--- src/rtl/replay_pkg.sv ---
// -----------------------------------------------------------------------------
// replay_pkg
//
// Shared definitions for the reward-gated replay sequencer:
//   - state_t            : sequencer state encoding (RECORD, ARM, FRAME, GAP, DONE)
//   - nt_of()            : total neuron count across the three layers
//   - count_width()      : bits needed to hold values 0..n inclusive
//   - ptr_width()        : bits needed to index 0..n-1
//   - I_REPLAY_DEFAULT   : default injected current per active spike bit
//
// Optional feature macro used by the sequencer: REPLAY_REVERSE_EN.
// -----------------------------------------------------------------------------
package replay_pkg;

    typedef enum logic [2:0] {
        RECORD,
        ARM,
        FRAME,
        GAP,
        DONE
    } state_t;

    localparam logic [15:0] I_REPLAY_DEFAULT = 16'h0800;

    function automatic int nt_of(input int n_l1, input int n_l2, input int n_l3);
        return n_l1 + n_l2 + n_l3;
    endfunction

    function automatic int count_width(input int n);
        return (n < 1) ? 1 : $clog2(n + 1);
    endfunction

    function automatic int ptr_width(input int n);
        return (n < 2) ? 1 : $clog2(n);
    endfunction

endpackage

--- src/rtl/hist_ring_buffer.sv ---
// -----------------------------------------------------------------------------
// hist_ring_buffer
//
// WIDTH-bit, DEPTH-deep register ring holding the most recent frames.
// Writing past DEPTH frames overwrites the oldest entry; count saturates.
//
// Ports:
//   clk      in   system clock
//   reset    in   synchronous active-high reset of pointer and count
//   clear    in   synchronous clear of pointer and count (history discard)
//   wr_en    in   write wr_data at wr_ptr on this edge
//   wr_data  in   WIDTH-bit frame to store
//   rd_idx   in   read index (combinational read)
//   rd_data  out  frame stored at rd_idx
//   wr_ptr   out  next slot to be written
//   count    out  number of valid frames, 0..DEPTH
// -----------------------------------------------------------------------------
module hist_ring_buffer
    import replay_pkg::*;
#(
    parameter int WIDTH = 16,
    parameter int DEPTH = 10,
    localparam int PW   = ptr_width(DEPTH),
    localparam int CW   = count_width(DEPTH)
) (
    input  logic             clk,
    input  logic             reset,
    input  logic             clear,
    input  logic             wr_en,
    input  logic [WIDTH-1:0] wr_data,
    input  logic [PW-1:0]    rd_idx,
    output logic [WIDTH-1:0] rd_data,
    output logic [PW-1:0]    wr_ptr,
    output logic [CW-1:0]    count
);

    logic [WIDTH-1:0] mem [DEPTH];

    // NOTE: the frame storage has no reset; validity is tracked by count,
    // so stale contents are never observed and the array maps to plain flops/RAM.
    always_ff @(posedge clk) begin
        if (wr_en) begin
            mem[wr_ptr] <= wr_data;
        end
    end

    always_ff @(posedge clk) begin
        if (reset || clear) begin
            wr_ptr <= '0;
            count  <= '0;
        end else if (wr_en) begin
            wr_ptr <= (wr_ptr == PW'(DEPTH - 1)) ? '0 : wr_ptr + 1'b1;
            if (count != CW'(DEPTH)) begin
                count <= count + 1'b1;
            end
        end
    end

    assign rd_data = mem[rd_idx];

endmodule

--- src/rtl/replay_sequencer.sv ---
// -----------------------------------------------------------------------------
// replay_sequencer
//
// Records per-timestep spike vectors of all three layers while exploring, and
// after a rewarded episode end replays the stored sequence (oldest -> newest)
// as injected current, REPLAY_REPS times, each frame held FRAME_CYC cycles and
// followed by GAP_CYC zero-current cycles. learning_rest pulses at the start of
// every repetition.
//
// Optional feature: define REPLAY_REVERSE_EN to play odd-numbered repetitions
// (rep = 1, 3, ...) newest -> oldest. Without it every repetition plays forward.
//
// Ports:
//   clk            in   system clock
//   reset          in   synchronous active-high reset (aborts any replay)
//   active         in   sample strobe; frame recorded when high in RECORD
//   spikes_in      in   NT-bit spike vector, bit i = neuron i
//   break_in       in   episode-end level from the control unit
//   reward_in      in   sampled on the break_in rising edge only
//   replay_iin     out  registered current vector, word i at [(i+1)*BUF-1 -: BUF]
//   learning_rest  out  one-cycle pulse at the start of each repetition
//   start_replay   out  one-cycle pulse on entering replay (ARM)
//   replay_busy    out  high in ARM/FRAME/GAP
//   finish_replay  out  one-cycle pulse on entering DONE
//   hist_count     out  number of valid frames stored
// -----------------------------------------------------------------------------
module replay_sequencer
    import replay_pkg::*;
#(
    parameter int N_L1        = 6,
    parameter int N_L2        = 8,
    parameter int N_L3        = 2,
    parameter int BUF         = 16,
    parameter int HIST_DEPTH  = 10,
    parameter int REPLAY_REPS = 3,
    parameter int FRAME_CYC   = 2,
    parameter int GAP_CYC     = 4,
    parameter logic [BUF-1:0] I_REPLAY = BUF'(I_REPLAY_DEFAULT),
    localparam int NT = nt_of(N_L1, N_L2, N_L3),
    localparam int CW = count_width(HIST_DEPTH)
) (
    input  logic              clk,
    input  logic              reset,
    input  logic              active,
    input  logic [NT-1:0]     spikes_in,
    input  logic              break_in,
    input  logic              reward_in,
    output logic [NT*BUF-1:0] replay_iin,
    output logic              learning_rest,
    output logic              start_replay,
    output logic              replay_busy,
    output logic              finish_replay,
    output logic [CW-1:0]     hist_count
);

    localparam int PW  = ptr_width(HIST_DEPTH);
    localparam int RW  = count_width(REPLAY_REPS);
    localparam int CYW = count_width((FRAME_CYC > GAP_CYC) ? FRAME_CYC : GAP_CYC);
    localparam logic [PW:0] DEPTH_EXT = (PW + 1)'(HIST_DEPTH);

    state_t state, next_state;

    logic           break_dly;
    logic           brk_edge;
    logic [PW-1:0]  fidx, fidx_next;   // frame position within the repetition
    logic [RW-1:0]  rep, rep_next;
    logic [CYW-1:0] cyc, cyc_next;     // cycles spent in current FRAME/GAP
    logic           advance;
    logic           rest_next, start_next, finish_next;
    logic           hist_clear;
    logic           wr_en;

    logic [PW-1:0]  wr_ptr;
    logic [PW-1:0]  rd_idx;
    logic [NT-1:0]  rd_data;
    logic [NT*BUF-1:0] iin_next;

    logic [PW:0]    wr_ext, cnt_ext, oldest, offs, sum;
    logic           reverse;

    assign brk_edge = break_in & ~break_dly;
    // A frame coinciding with the episode end belongs to no explored timestep.
    assign wr_en    = (state == RECORD) && active && !brk_edge;

    hist_ring_buffer #(
        .WIDTH (NT),
        .DEPTH (HIST_DEPTH)
    ) u_hist (
        .clk     (clk),
        .reset   (reset),
        .clear   (hist_clear),
        .wr_en   (wr_en),
        .wr_data (spikes_in),
        .rd_idx  (rd_idx),
        .rd_data (rd_data),
        .wr_ptr  (wr_ptr),
        .count   (hist_count)
    );

    // NOTE: every signal assigned here gets a default first, so no path can
    // leave a value unassigned and infer a latch.
    always_comb begin
        next_state  = state;
        fidx_next   = fidx;
        rep_next    = rep;
        cyc_next    = cyc;
        rest_next   = 1'b0;
        start_next  = 1'b0;
        finish_next = 1'b0;
        hist_clear  = 1'b0;
        advance     = 1'b0;

        unique case (state)
            RECORD: begin
                if (brk_edge) begin
                    if (reward_in && hist_count != '0) begin
                        next_state = ARM;
                        start_next = 1'b1;
                        rest_next  = 1'b1;
                        fidx_next  = '0;
                        rep_next   = '0;
                        cyc_next   = '0;
                    end else begin
                        next_state  = DONE;
                        finish_next = 1'b1;
                    end
                end
            end
            ARM: begin
                if (!break_in) begin
                    next_state = RECORD;
                    hist_clear = 1'b1;
                end else begin
                    next_state = FRAME;
                end
            end
            FRAME: begin
                if (!break_in) begin
                    next_state = RECORD;
                    hist_clear = 1'b1;
                end else if (cyc == CYW'(FRAME_CYC - 1)) begin
                    cyc_next = '0;
                    if (GAP_CYC > 0) begin
                        next_state = GAP;
                    end else begin
                        advance = 1'b1;
                    end
                end else begin
                    cyc_next = cyc + 1'b1;
                end
            end
            GAP: begin
                if (!break_in) begin
                    next_state = RECORD;
                    hist_clear = 1'b1;
                end else if (cyc == CYW'(GAP_CYC - 1)) begin
                    cyc_next = '0;
                    advance  = 1'b1;
                end else begin
                    cyc_next = cyc + 1'b1;
                end
            end
            DONE: begin
                if (!break_in) begin
                    next_state = RECORD;
                    hist_clear = 1'b1;
                end
            end
            default: next_state = RECORD;
        endcase

        // Step to the next frame; wrapping past the newest frame ends a repetition.
        if (advance) begin
            next_state = FRAME;
            if (CW'(fidx) == hist_count - 1'b1) begin
                fidx_next = '0;
                if (rep == RW'(REPLAY_REPS - 1)) begin
                    next_state  = DONE;
                    finish_next = 1'b1;
                end else begin
                    rep_next  = rep + 1'b1;
                    rest_next = 1'b1;
                end
            end else begin
                fidx_next = fidx + 1'b1;
            end
        end
    end

    // Read address for the frame about to be driven. No writes happen during
    // replay, so wr_ptr and hist_count are stable and locate the oldest frame.
`ifdef REPLAY_REVERSE_EN
    assign reverse = rep_next[0];
`else
    assign reverse = 1'b0;
`endif

    always_comb begin
        wr_ext  = {1'b0, wr_ptr};
        cnt_ext = (PW + 1)'(hist_count);
        oldest  = (wr_ext >= cnt_ext) ? (wr_ext - cnt_ext) : (wr_ext + DEPTH_EXT - cnt_ext);
        offs    = reverse ? (cnt_ext - 1'b1 - {1'b0, fidx_next}) : {1'b0, fidx_next};
        sum     = oldest + offs;
        rd_idx  = (sum >= DEPTH_EXT) ? PW'(sum - DEPTH_EXT) : PW'(sum);
    end

    always_comb begin
        iin_next = '0;
        for (int i = 0; i < NT; i++) begin
            iin_next[i*BUF +: BUF] = ((next_state == FRAME) && rd_data[i]) ? I_REPLAY : '0;
        end
    end

    // NOTE: sequential state uses non-blocking assignments so every register
    // samples pre-edge values regardless of statement order.
    always_ff @(posedge clk) begin
        if (reset) begin
            state         <= RECORD;
            break_dly     <= 1'b0;
            fidx          <= '0;
            rep           <= '0;
            cyc           <= '0;
            replay_iin    <= '0;
            learning_rest <= 1'b0;
            start_replay  <= 1'b0;
            replay_busy   <= 1'b0;
            finish_replay <= 1'b0;
        end else begin
            state         <= next_state;
            break_dly     <= break_in;
            fidx          <= fidx_next;
            rep           <= rep_next;
            cyc           <= cyc_next;
            replay_iin    <= iin_next;
            learning_rest <= rest_next;
            start_replay  <= start_next;
            replay_busy   <= next_state inside {ARM, FRAME, GAP};
            finish_replay <= finish_next;
        end
    end

endmodule
--- config.mk ---
export PLATFORM = sky130hd
export DESIGN_NAME = replay_sequencer
export DESIGN_NICKNAME = d
export VERILOG_FILES = /design/src/rtl/replay_pkg.sv /design/src/rtl/hist_ring_buffer.sv /design/src/rtl/replay_sequencer.sv
export SDC_FILE = /design/constraint.sdc
export NUM_CORES = 1
export LEC_CHECK = 0
export ABC_CLOCK_PERIOD_IN_PS = 4200
export BUFFER_PORTS_ARGS = -buffer_cell sky130_fd_sc_hd__buf_4
export CORE_MARGIN = 3
export CORE_UTILIZATION = 45
export CTS_BUF_LIST = sky130_fd_sc_hd__clkbuf_4 sky130_fd_sc_hd__clkbuf_8 sky130_fd_sc_hd__clkbuf_16
export DETAILED_ROUTE_END_ITERATION = 10
export GPL_ROUTABILITY_DRIVEN = 0
export PLACE_DENSITY = 0.71
export RECOVER_POWER = 50
export SYNTH_ARGS = -nofsm -noshare
export SYNTH_HDL_FRONTEND = slang
export SYNTH_HIERARCHICAL = 1
export SYNTH_SLANG_ARGS = --single-unit
--- constraint.sdc ---
create_clock -name clk -period 4.2 [get_ports clk]
set_clock_uncertainty 0.05 [all_clocks]
set_input_delay 0.84 -clock clk [delete_from_list [all_inputs] [get_ports clk]]
set_output_delay 0.84 -clock clk [all_outputs]
set_load 0.02 [all_outputs]
# Word level (Yosys, flattened, before mapping)
# Memory sizes are Yosys's and may differ from the RTL's.
# Cells that the tools add are included.
# word_totals
memories	1
ramBits	160
elab_cells	140
regBits	281
# memory_table
name	depth	width	read_ports	rd_ports_with_merged_regs	write_ports	line	source
u_hist.mem	10	16	1	0	1	hist_ring_buffer.sv:37	logic [WIDTH-1:0] mem [DEPTH];
# op_classes
n_addsub	11
n_reduce_logical	29
n_mux	66
bitwise_logic	2
order_cmp	2
eq_ne	17
# op_table
cell	count
12-bit two-way mux	16
3-bit two-way mux	14
4-bit two-way mux	7
1-bit logical AND	19
1-bit two-way mux	19
3-bit by 2-bit == test with 1-bit output (second input constant)	5
2-bit two-way mux	7
4-bit by 1-bit adder with 4-bit output (second input constant)	3
3-bit case mux with 4 select lines	1
3-bit by 1-bit == test with 1-bit output (second input constant)	3
3-bit case mux with 3 select lines	1
2-bit != test (second input constant)	3
3-bit nonzero test	2
4-bit by 4-bit adder with 5-bit output (second input constant)	1
5-bit by 4-bit adder with 5-bit output	1
5-bit by 4-bit greater-or-equal comparator with 1-bit output (second input constant)	1
5-bit two-way mux	1
5-bit AND reduction	1
4-bit by 4-bit subtractor with 5-bit output	1
5-bit by 4-bit subtractor with 5-bit output	1
4-bit == test	1
4-bit == test (second input constant)	1
4-bit greater-or-equal comparator	1
4-bit != test (second input constant)	1
other kinds (16)	16

# Logic depth before layout (Yosys ltp)
# Gate-level depths: netlist of run 1.
# An unclocked memory read counts as a cell.
# depth
word_depth	12
ltp_mapped	21

# Cells and area by module
# The synthesis of run 1 kept the hierarchy.
# by_module_without_submodules
module	instances	cells_each	area_per_inst_um2
hist_ring_buffer	1	386	6736.5
replay_sequencer	1	468	3841.2

# Worst setup path after synthesis of run 1
# OpenSTA, ideal clock, no wires.
# synth_path
kind	flip-flop to flip-flop
from	register u_hist.count[1]
to	register replay_iin[75]
arrival_time_ps	4351
path_slack_ps	-259
stages_incl_launch_ff	22
n_path_buf	2
period_less_slack_ps	4459
setup_time_ps	58
required_ps	4092
path_cell_list	dfxtp_1 -> inv_1 -> ha_1 -> xor3_1 -> nor3_1 -> a21oi_1 -> mux2_2 -> ha_1 -> inv_1 -> fa_1 -> nand2b_1 -> a21oi_1 -> xor2_1 -> o2bb2ai_1 -> a21oi_1 -> mux2i_1 -> nor2b_1 -> clkbuf_2 -> buf_2 -> a22o_1 -> o31ai_2 -> and2_2
# synth_between
elab_chain_len	12
elab_cells_between_ends	26
# synth_lines
item	line	source
start, declared	hist_ring_buffer.sv:34	output logic [CW-1:0] count
start signal, assigned	hist_ring_buffer.sv:54	count <= count + 1'b1;
parallel branches: the longest is 5 deep, another holds 4-bit by 1-bit subtractor with 4-bit output	-	
4-bit two-way mux (*)	replay_sequencer.sv:173	if (advance) begin
via fidx_next[0]	replay_sequencer.sv:65	logic [PW-1:0] fidx, fidx_next;
5-bit by 4-bit adder with 5-bit output (*)	replay_sequencer.sv:203	sum = oldest + offs;
4-bit subtractor / 5-bit by 4-bit greater-or-equal comparator with 1-bit output (equally long branches)	replay_sequencer.sv:204	rd_idx = (sum >= DEPTH_EXT) ? PW'(sum - DEPTH_EXT) : PW'(sum);
4-bit two-way mux (*)	replay_sequencer.sv:204	
via rd_idx[2]	replay_sequencer.sv:74	logic [PW-1:0] rd_idx;
memory 10 x 16 bit (*)	-	
via rd_data[4]	replay_sequencer.sv:75	logic [NT-1:0] rd_data;
1-bit logical AND (*)	replay_sequencer.sv:210	iin_next[i*BUF +: BUF] = ((next_state == FRAME) && rd_data[i]) ? I_REPLAY : '0;
12-bit two-way mux (*)	replay_sequencer.sv:210	
end signal, assigned	replay_sequencer.sv:234	replay_iin <= iin_next;
end, declared	replay_sequencer.sv:48	output logic [NT*BUF-1:0] replay_iin,
# Mark *: on every way through the listed nets, which the timed path passes.
# A chain may end at the register's enable or synchronous reset.

# Worst setup path after layout of run 1
# layout_path
from	register u_hist.count[2]
to	register replay_iin[107]
# Same word-level chain as after synthesis.

==> metrics.csv, run 1 <==
metric,value,unit
status,finished clean,
total count of hold-check failures in the final report,0,
post-synth cell types,55,
Clock Pin Slew Worst Setup and Hold Paths,0.06,ns
Slew HR,42.3,%
Initial Utilization,46.3,%
crit path kind,reg -> reg,
Leak,4.60,nW
Tot GR Track Use,13.9,%
power density over the cells,473,nW/µm²
Least-Margin Pin Slew,0.863,ns
logic gate share of total power,25.4,%
detail-routed via count per cell,4.51,
Fillers,1941,
GR Util met2,25.6,%
CTS max path bufs,3,
first-pass GRT wire length,28.6,mm
Area Growth Syn to Fin,10.3,%
share of flip-flops with an asynchronous set or reset,0,%
post-synthesis mux area share,8.62,%
IO Pins,285,
"Top FF cell, synth",edfxtp_1,
post-synthesis adder-cell area fraction,3.60,%
Mapped Area,10600,µm²
crit share post-route,95.7,%
main combinational cell family by area after synthesis,buffers and inverters,
Sw Share,28.6,%
number of H-tree levels,1,
Worst Setup SP,u_hist/count[2]$_SDFFE_PP0P_,
crit path capture,replay_iin[107]$_SDFF_PP0_,
setup_tns,0,ns
RR Endpoint,replay_iin[107]$_SDFF_PP0_,
TritonCTS clock tree,done,
ANT cells,0,
Max VDD drop,0.378,mV
met3 global-route usage,2.03,%
R2R depth,19,
Synth Area in Compound Gates,6.64,%
largest net degree at the start of global routing,81,
worst-skew pair later-pin latency,0.50,ns
nets,999,
wire per inst,15.1,µm
"top cells by area, synth","edfxtp_1 45%, buf_4 17%, dfxtp_1 7.8%",
Routed WL,19.3,mm
P_sw,0.00158,W
routed via count,5767,
Post-Synth XOR/XNOR Area,1.63,%
row cnt,55,
"EDFF count, synth",160,
Worst Setup Start Kind,flip-flop,
DRT iter0 DRCs,292,
gr busiest metal,met2,
Crit Path Max Fanout,8,
Clock power frac,35.0,%
P_int,0.00394,W
FF-to-FF Start,u_hist/count[2]$_SDFFE_PP0P_,
Num CTS Buffers,21,
First-pass DRT Iterations,4,
vias in the first global route,5293,
average cell area after synthesis,12.4,µm²
Die Area,25400,µm²
Mapped Cells,854,
"Arr. time, crit path",4.40,ns
dpl hpwl,12.4,mm
register area share after synthesis,53.2,%
maximum clock rate,249,MHz
Final setup viols,0,
yosys warns,6,
Post-Synth Simple-Gate Area,6.41,%
Slew Limit Fails,0,
Die X,159,µm
synthesized flop and latch total,201,
Hold WC Path Type,reg -> reg,
Yosys top cell by area,edfxtp_1,
root buffer cell,clkbuf_16,
Congestion Overflow GR,0,
Synth top area share,45.4,%
ANT nets after route,0,
clock sinks,201,
minimum clock period,4.02,ns
core area,22800,µm²
Die H,159,µm
met1 usage,16.8,%
R2R setup slack,0.18,ns
"Req. time, crit path",4.58,ns
initial antenna violation count,0,
max_cap viols,0,
sequential share of power,39.6,%
IO buf count,44,
top post-synthesis cells by count,"240 x buf_4, 160 x edfxtp_1, 49 x mux2_2",
Setup crit end kind,flip-flop,
total power,0.00551,W
DRC violations left,0,
layout cell share with drive strength beyond 1,26.3,%
"count leader, synth",buf_4,
## cell type report
class	count	area, µm²	area share, %
Clock buffer	29	604	5.18
Clock inverter	9	126	1.08
Inverter	25	96.3	0.826
Multi-Input combinational cell	599	4070	34.9
Sequential cell	201	5640	48.3
Tap cell	313	392	3.36
Timing Repair Buffer	102	743	6.37
## cells by family after synthesis
logic type,count (synthesis)
buffers and inverters,293
DFF,201
and+or+nand+nor,130
AOI/OAI and AO/OA,98
muxes,85
adders and majority gates,28
xor gates and xnor gates,18
other,1
## power groups by stage
stage          clock [W]  combinational (W)  sequential [W]
6_report         0.00193            0.00140         0.00218
5_1_grt          0.00205            0.00151         0.00218
4_1_cts          0.00197            0.00131         0.00218
3_5_place_dp           0            0.00130         0.00223
3_3_place_gp           0            0.00128         0.00223
2_1_floorplan          0            0.00113         0.00223
## metrics by stage
| step | hold slack, ns | area (µm²) | worst slack (ns) | instances | utilization, % |
|---|---|---|---|---|---|
| 2_1_floorplan | 0.405 | 11500 | 0.0178 | 1093 | - |
| 3_3_place_gp | 0.428 | 10600 | -0.0861 | 1228 | 46.6 |
| 3_5_place_dp | 0.432 | 10600 | -0.180 | 1228 | 46.6 |
| 4_1_cts | 0.449 | 11400 | 0.0368 | 1266 | 49.8 |
| 5_1_grt | 0.469 | 11700 | -0.0527 | 1278 | 51.1 |
| 6_report | 0.449 | 11700 | 0.180 | 1278 | 51.1 |
## worst min-delay path by stage
| stage | from | endpoint | slack [ns] | cells past startpoint |
|---|---|---|---|---|
| finish | rep[1]$_SDFF_PP0_ | rep[1]$_SDFF_PP0_ | 0.45 | 1 |
| global route | rep[1]$_SDFF_PP0_ | rep[1]$_SDFF_PP0_ | 0.47 | 1 |
| CTS | rep[1]$_SDFF_PP0_ | rep[1]$_SDFF_PP0_ | 0.45 | 1 |
| detailed placement | rep[1]$_SDFF_PP0_ | rep[1]$_SDFF_PP0_ | 0.43 | 1 |
| global placement | rep[1]$_SDFF_PP0_ | rep[1]$_SDFF_PP0_ | 0.43 | 1 |
| floorplan | rep[1]$_SDFF_PP0_ | rep[1]$_SDFF_PP0_ | 0.41 | 1 |
## state kept, by name, indices dropped and copies added, names as in the netlist, 2 cells and up
name           flops
u_hist/mem       160
state              3
u_hist/wr_ptr      4
u_hist/count       4
rep                2
fidx               4
cyc                3
replay_iin        16
## timing repair
item / in CTS / in global routing
setup endpoints to repair: 0 / 16
gates resized for setup: 0 / 66
setup buffers: 0 / 12
hold buffers: 0 / 0
## placed cells by master, fill, tap and decap left out, drive strengths merged, types with 11 or more instances in the layout
cell type    n
edfxtp     160
a22o        16
nand2       33
clkbuf      48
ha          24
a21oi       20
mux2        49
mux2i       36
o22ai       16
inv         27
conb       240
and2        18
nor2b       11
nor2        33
dfxtp       41
o31ai       19
buf         83
## routing by layer
metal / part of all wire (%) / vias to the layer above / routed length [µm]
met3: 5.3 / 32 / 1030
met1: 40 / 2830 / 7700
met2: 53 / 189 / 10200
li1: - / 2716 / -
met4: 2.1 / 0 / 412
met5: 0 / - / 0
## worst max-delay path, cell delays in order, from the launching register on
cell       delay, ns
dfxtp_2         0.34
buf_6           0.11
xor3_1          0.41
nor3_2          0.23
a21oi_2         0.09
mux2_4          0.30
ha_4            0.16
inv_1           0.08
fa_2            0.24
xor2_2          0.15
ha_2            0.20
nand2_2         0.06
o2bb2ai_2       0.11
a21oi_2         0.19
mux2i_2         0.36
nor2b_1         0.11
buf_4           0.19
a22o_1          0.20
o31ai_2         0.21
and2_4          0.17
Note: power is estimated with default switching activity, not from simulation.
==> run 2: changes to the inputs <==
- RECOVER_POWER: 50 -> not set
==> metrics.csv, run 2 (synthesis results as in run 1) <==
metric,value,unit,change
status,finished clean,,
nets,999,,unchanged
First-pass DRT Iterations,4,,unchanged
RR Endpoint,replay_iin[107]$_SDFF_PP0_,,
P_int,0.00394,W,+0.20%
Sw Share,28.5,%,-0.10 points
wire per inst,15.1,µm,-0.30%
routed via count,5750,,-0.29%
worst hold path startpoint,rep[1]$_SDFF_PP0_,,
clock sinks,201,,unchanged
max FFs per register,160,,unchanged
ANT cells,0,,unchanged
Clock Pin Slew Worst Setup and Hold Paths,0.06,ns,about the same
ANT nets after route,0,,unchanged
total count of hold-check failures in the final report,0,,unchanged
"most common cell after layout, fill and taps aside",conb_1,,
Layout Cells excl Fill,1278,,unchanged
"Req. time, crit path",4.58,ns,about the same
CTS max path bufs,3,,unchanged
largest net degree at the start of global routing,81,,unchanged
Area Growth Syn to Fin,11.0,%,
DRC violations left,0,,unchanged
vias in the first global route,5293,,unchanged
Clock power frac,34.9,%,about the same
biggest regs,"u_hist/mem: 160 flops, replay_iin: 16 flops",,
Min Hold Slack,0.448,ns,-0.000319 ns
IO buf count,44,,unchanged
destination of the worst hold path,rep[1]$_SDFF_PP0_,,
placed instance count,1228,,unchanged
crit share post-route,95.8,%,about the same
Num CTS Buffers,21,,unchanged
TritonCTS clock tree,done,,
Hold WC Path Type,reg -> reg,,
sequential share of power,39.6,%,about the same
row cnt,55,,unchanged
Die H,159,µm,unchanged
total power,0.00552,W,about the same
Max VDD drop,0.381,mV,+0.82%
FF-to-FF Start,u_hist/count[2]$_SDFFE_PP0P_,,
Routed WL,19.3,mm,-0.30%
P_sw,0.00157,W,-0.30%
layout cell share with drive strength beyond 1,28.3,%,+2.0 points
Initial Utilization,46.3,%,unchanged
detail-routed via count per cell,4.50,,-0.29%
root buffer cell,clkbuf_16,,
Die X,159,µm,unchanged
logic gate share of total power,25.5,%,about the same
power density over the cells,470,nW/µm²,-0.55%
Slew Limit Fails,0,,unchanged
core area,22800,µm²,unchanged
Worst Setup SP,u_hist/count[2]$_SDFFE_PP0P_,,
Congestion Overflow GR,0,,unchanged
DRT iter0 DRCs,297,,+1.7%
Slew HR,41.3,%,-0.98 points
most flop-heavy register,u_hist/mem,,
Fillers,1927,,-0.72%
Leak,4.67,nW,+1.5%
worst-skew pair later-pin latency,0.50,ns,about the same
"Arr. time, crit path",4.41,ns,about the same
minimum clock period,4.02,ns,+0.00205 ns
maximum clock rate,249,MHz,about the same
Util after Layout,51.4,%,+0.31 points
Worst Setup Start Kind,flip-flop,,
number of H-tree levels,1,,unchanged
Tot GR Track Use,13.9,%,unchanged
most frequent cells in the layout,"240 x conb_1, 160 x edfxtp_1, 96 x buf_4, 48 x mux2_2, 35 x mux2i_1",,
Crit Path Max Fanout,8,,unchanged
Least-Margin Pin Slew,0.877,ns,+0.0147 ns
IO Pins,285,,unchanged
max_cap viols,0,,unchanged
Final setup viols,0,,unchanged
Setup crit end kind,flip-flop,,
hold path cells,1,,unchanged
R2R setup slack,0.18,ns,about the same
first-pass GRT wire length,28.6,mm,unchanged
crit path kind,reg -> reg,,
Die Area,25400,µm²,unchanged
R2R depth,19,,unchanged
dpl hpwl,12.4,mm,unchanged
initial antenna violation count,0,,unchanged
run 2: changes by cell type in the layout (fill, tap and decap cells not counted):
cell	change
clkbuf_1	-19
buf_4	+19
run 2: worst max path at each step:
stage                     cells after the start  slack, ns                    endpoint
after floorplan                              20       0.02   replay_iin[75]$_SDFF_PP0_
after global placement                       18      -0.09  replay_iin[203]$_SDFF_PP0_
after detailed placement                     18      -0.18  replay_iin[203]$_SDFF_PP0_
after CTS                                    20       0.04   replay_iin[43]$_SDFF_PP0_
after global routing                         19      -0.05  replay_iin[107]$_SDFF_PP0_
final                                        19       0.18  replay_iin[107]$_SDFF_PP0_
run 2: power groups by stage:
stage                     clock, W  combinational [W]  sequential [W]
final                      0.00193            0.00141         0.00218
after global routing       0.00205            0.00152         0.00218
after CTS                  0.00197            0.00131         0.00218
after detailed placement         0            0.00130         0.00223
after global placement           0            0.00128         0.00223
after floorplan                  0            0.00113         0.00223
run 2: routing by layer:
| layer | up-vias | GRT usage, % | part of all wire (%) |
|---|---|---|---|
| met1 | 2809 | 16.8 | 39 |
| met4 | 0 | 4.22 | 2.1 |
| met2 | 196 | 25.6 | 53 |
| li1 | 2714 | - | - |
| met5 | - | 0 | 0 |
| met3 | 31 | 2.03 | 6.0 |
run 2: timing repair:
action / 4_1_cts / 5_1_grt
resized for setup: 0 / 66
setup endpoints to repair: 0 / 16
setup buffers: 0 / 12
hold buffers: 0 / 0
run 2: worst max-delay path, stage by stage (launching register included):
cell and delay (ns):
dfxtp_2 0.34, buf_6 0.11, xor3_1 0.41, nor3_2 0.23, a21oi_2 0.09, mux2_4 0.30
ha_4 0.16, inv_1 0.08, fa_2 0.24, xor2_2 0.15, ha_2 0.20, nand2_2 0.06
o2bb2ai_2 0.11, a21oi_2 0.19, mux2i_2 0.36, nor2b_1 0.11, buf_4 0.19, a22o_1 0.20
o31ai_2 0.21, and2_4 0.17
run 2: cell type report:
| type | count | area, µm² | share of cell area (%) |
|---|---|---|---|
| Multi-Input combinational cell | 599 | 4070 | 34.6 |
| Clock inverter | 9 | 126 | 1.08 |
| Inverter | 25 | 96.3 | 0.821 |
| Tap cell | 313 | 392 | 3.34 |
| Timing Repair Buffer | 102 | 815 | 6.94 |
| Clock buffer | 29 | 604 | 5.15 |
| Sequential cell | 201 | 5640 | 48.0 |
run 2: through the flow:
stage                     setup TNS, ns  setup WS [ns]  instance area (µm²)
after global routing             -0.387        -0.0527                11700
after CTS                             0         0.0368                11400
after floorplan                       0         0.0178                11500
after global placement           -0.821        -0.0861                10600
final                                 0          0.178                11700
after detailed placement          -2.10         -0.180                10600
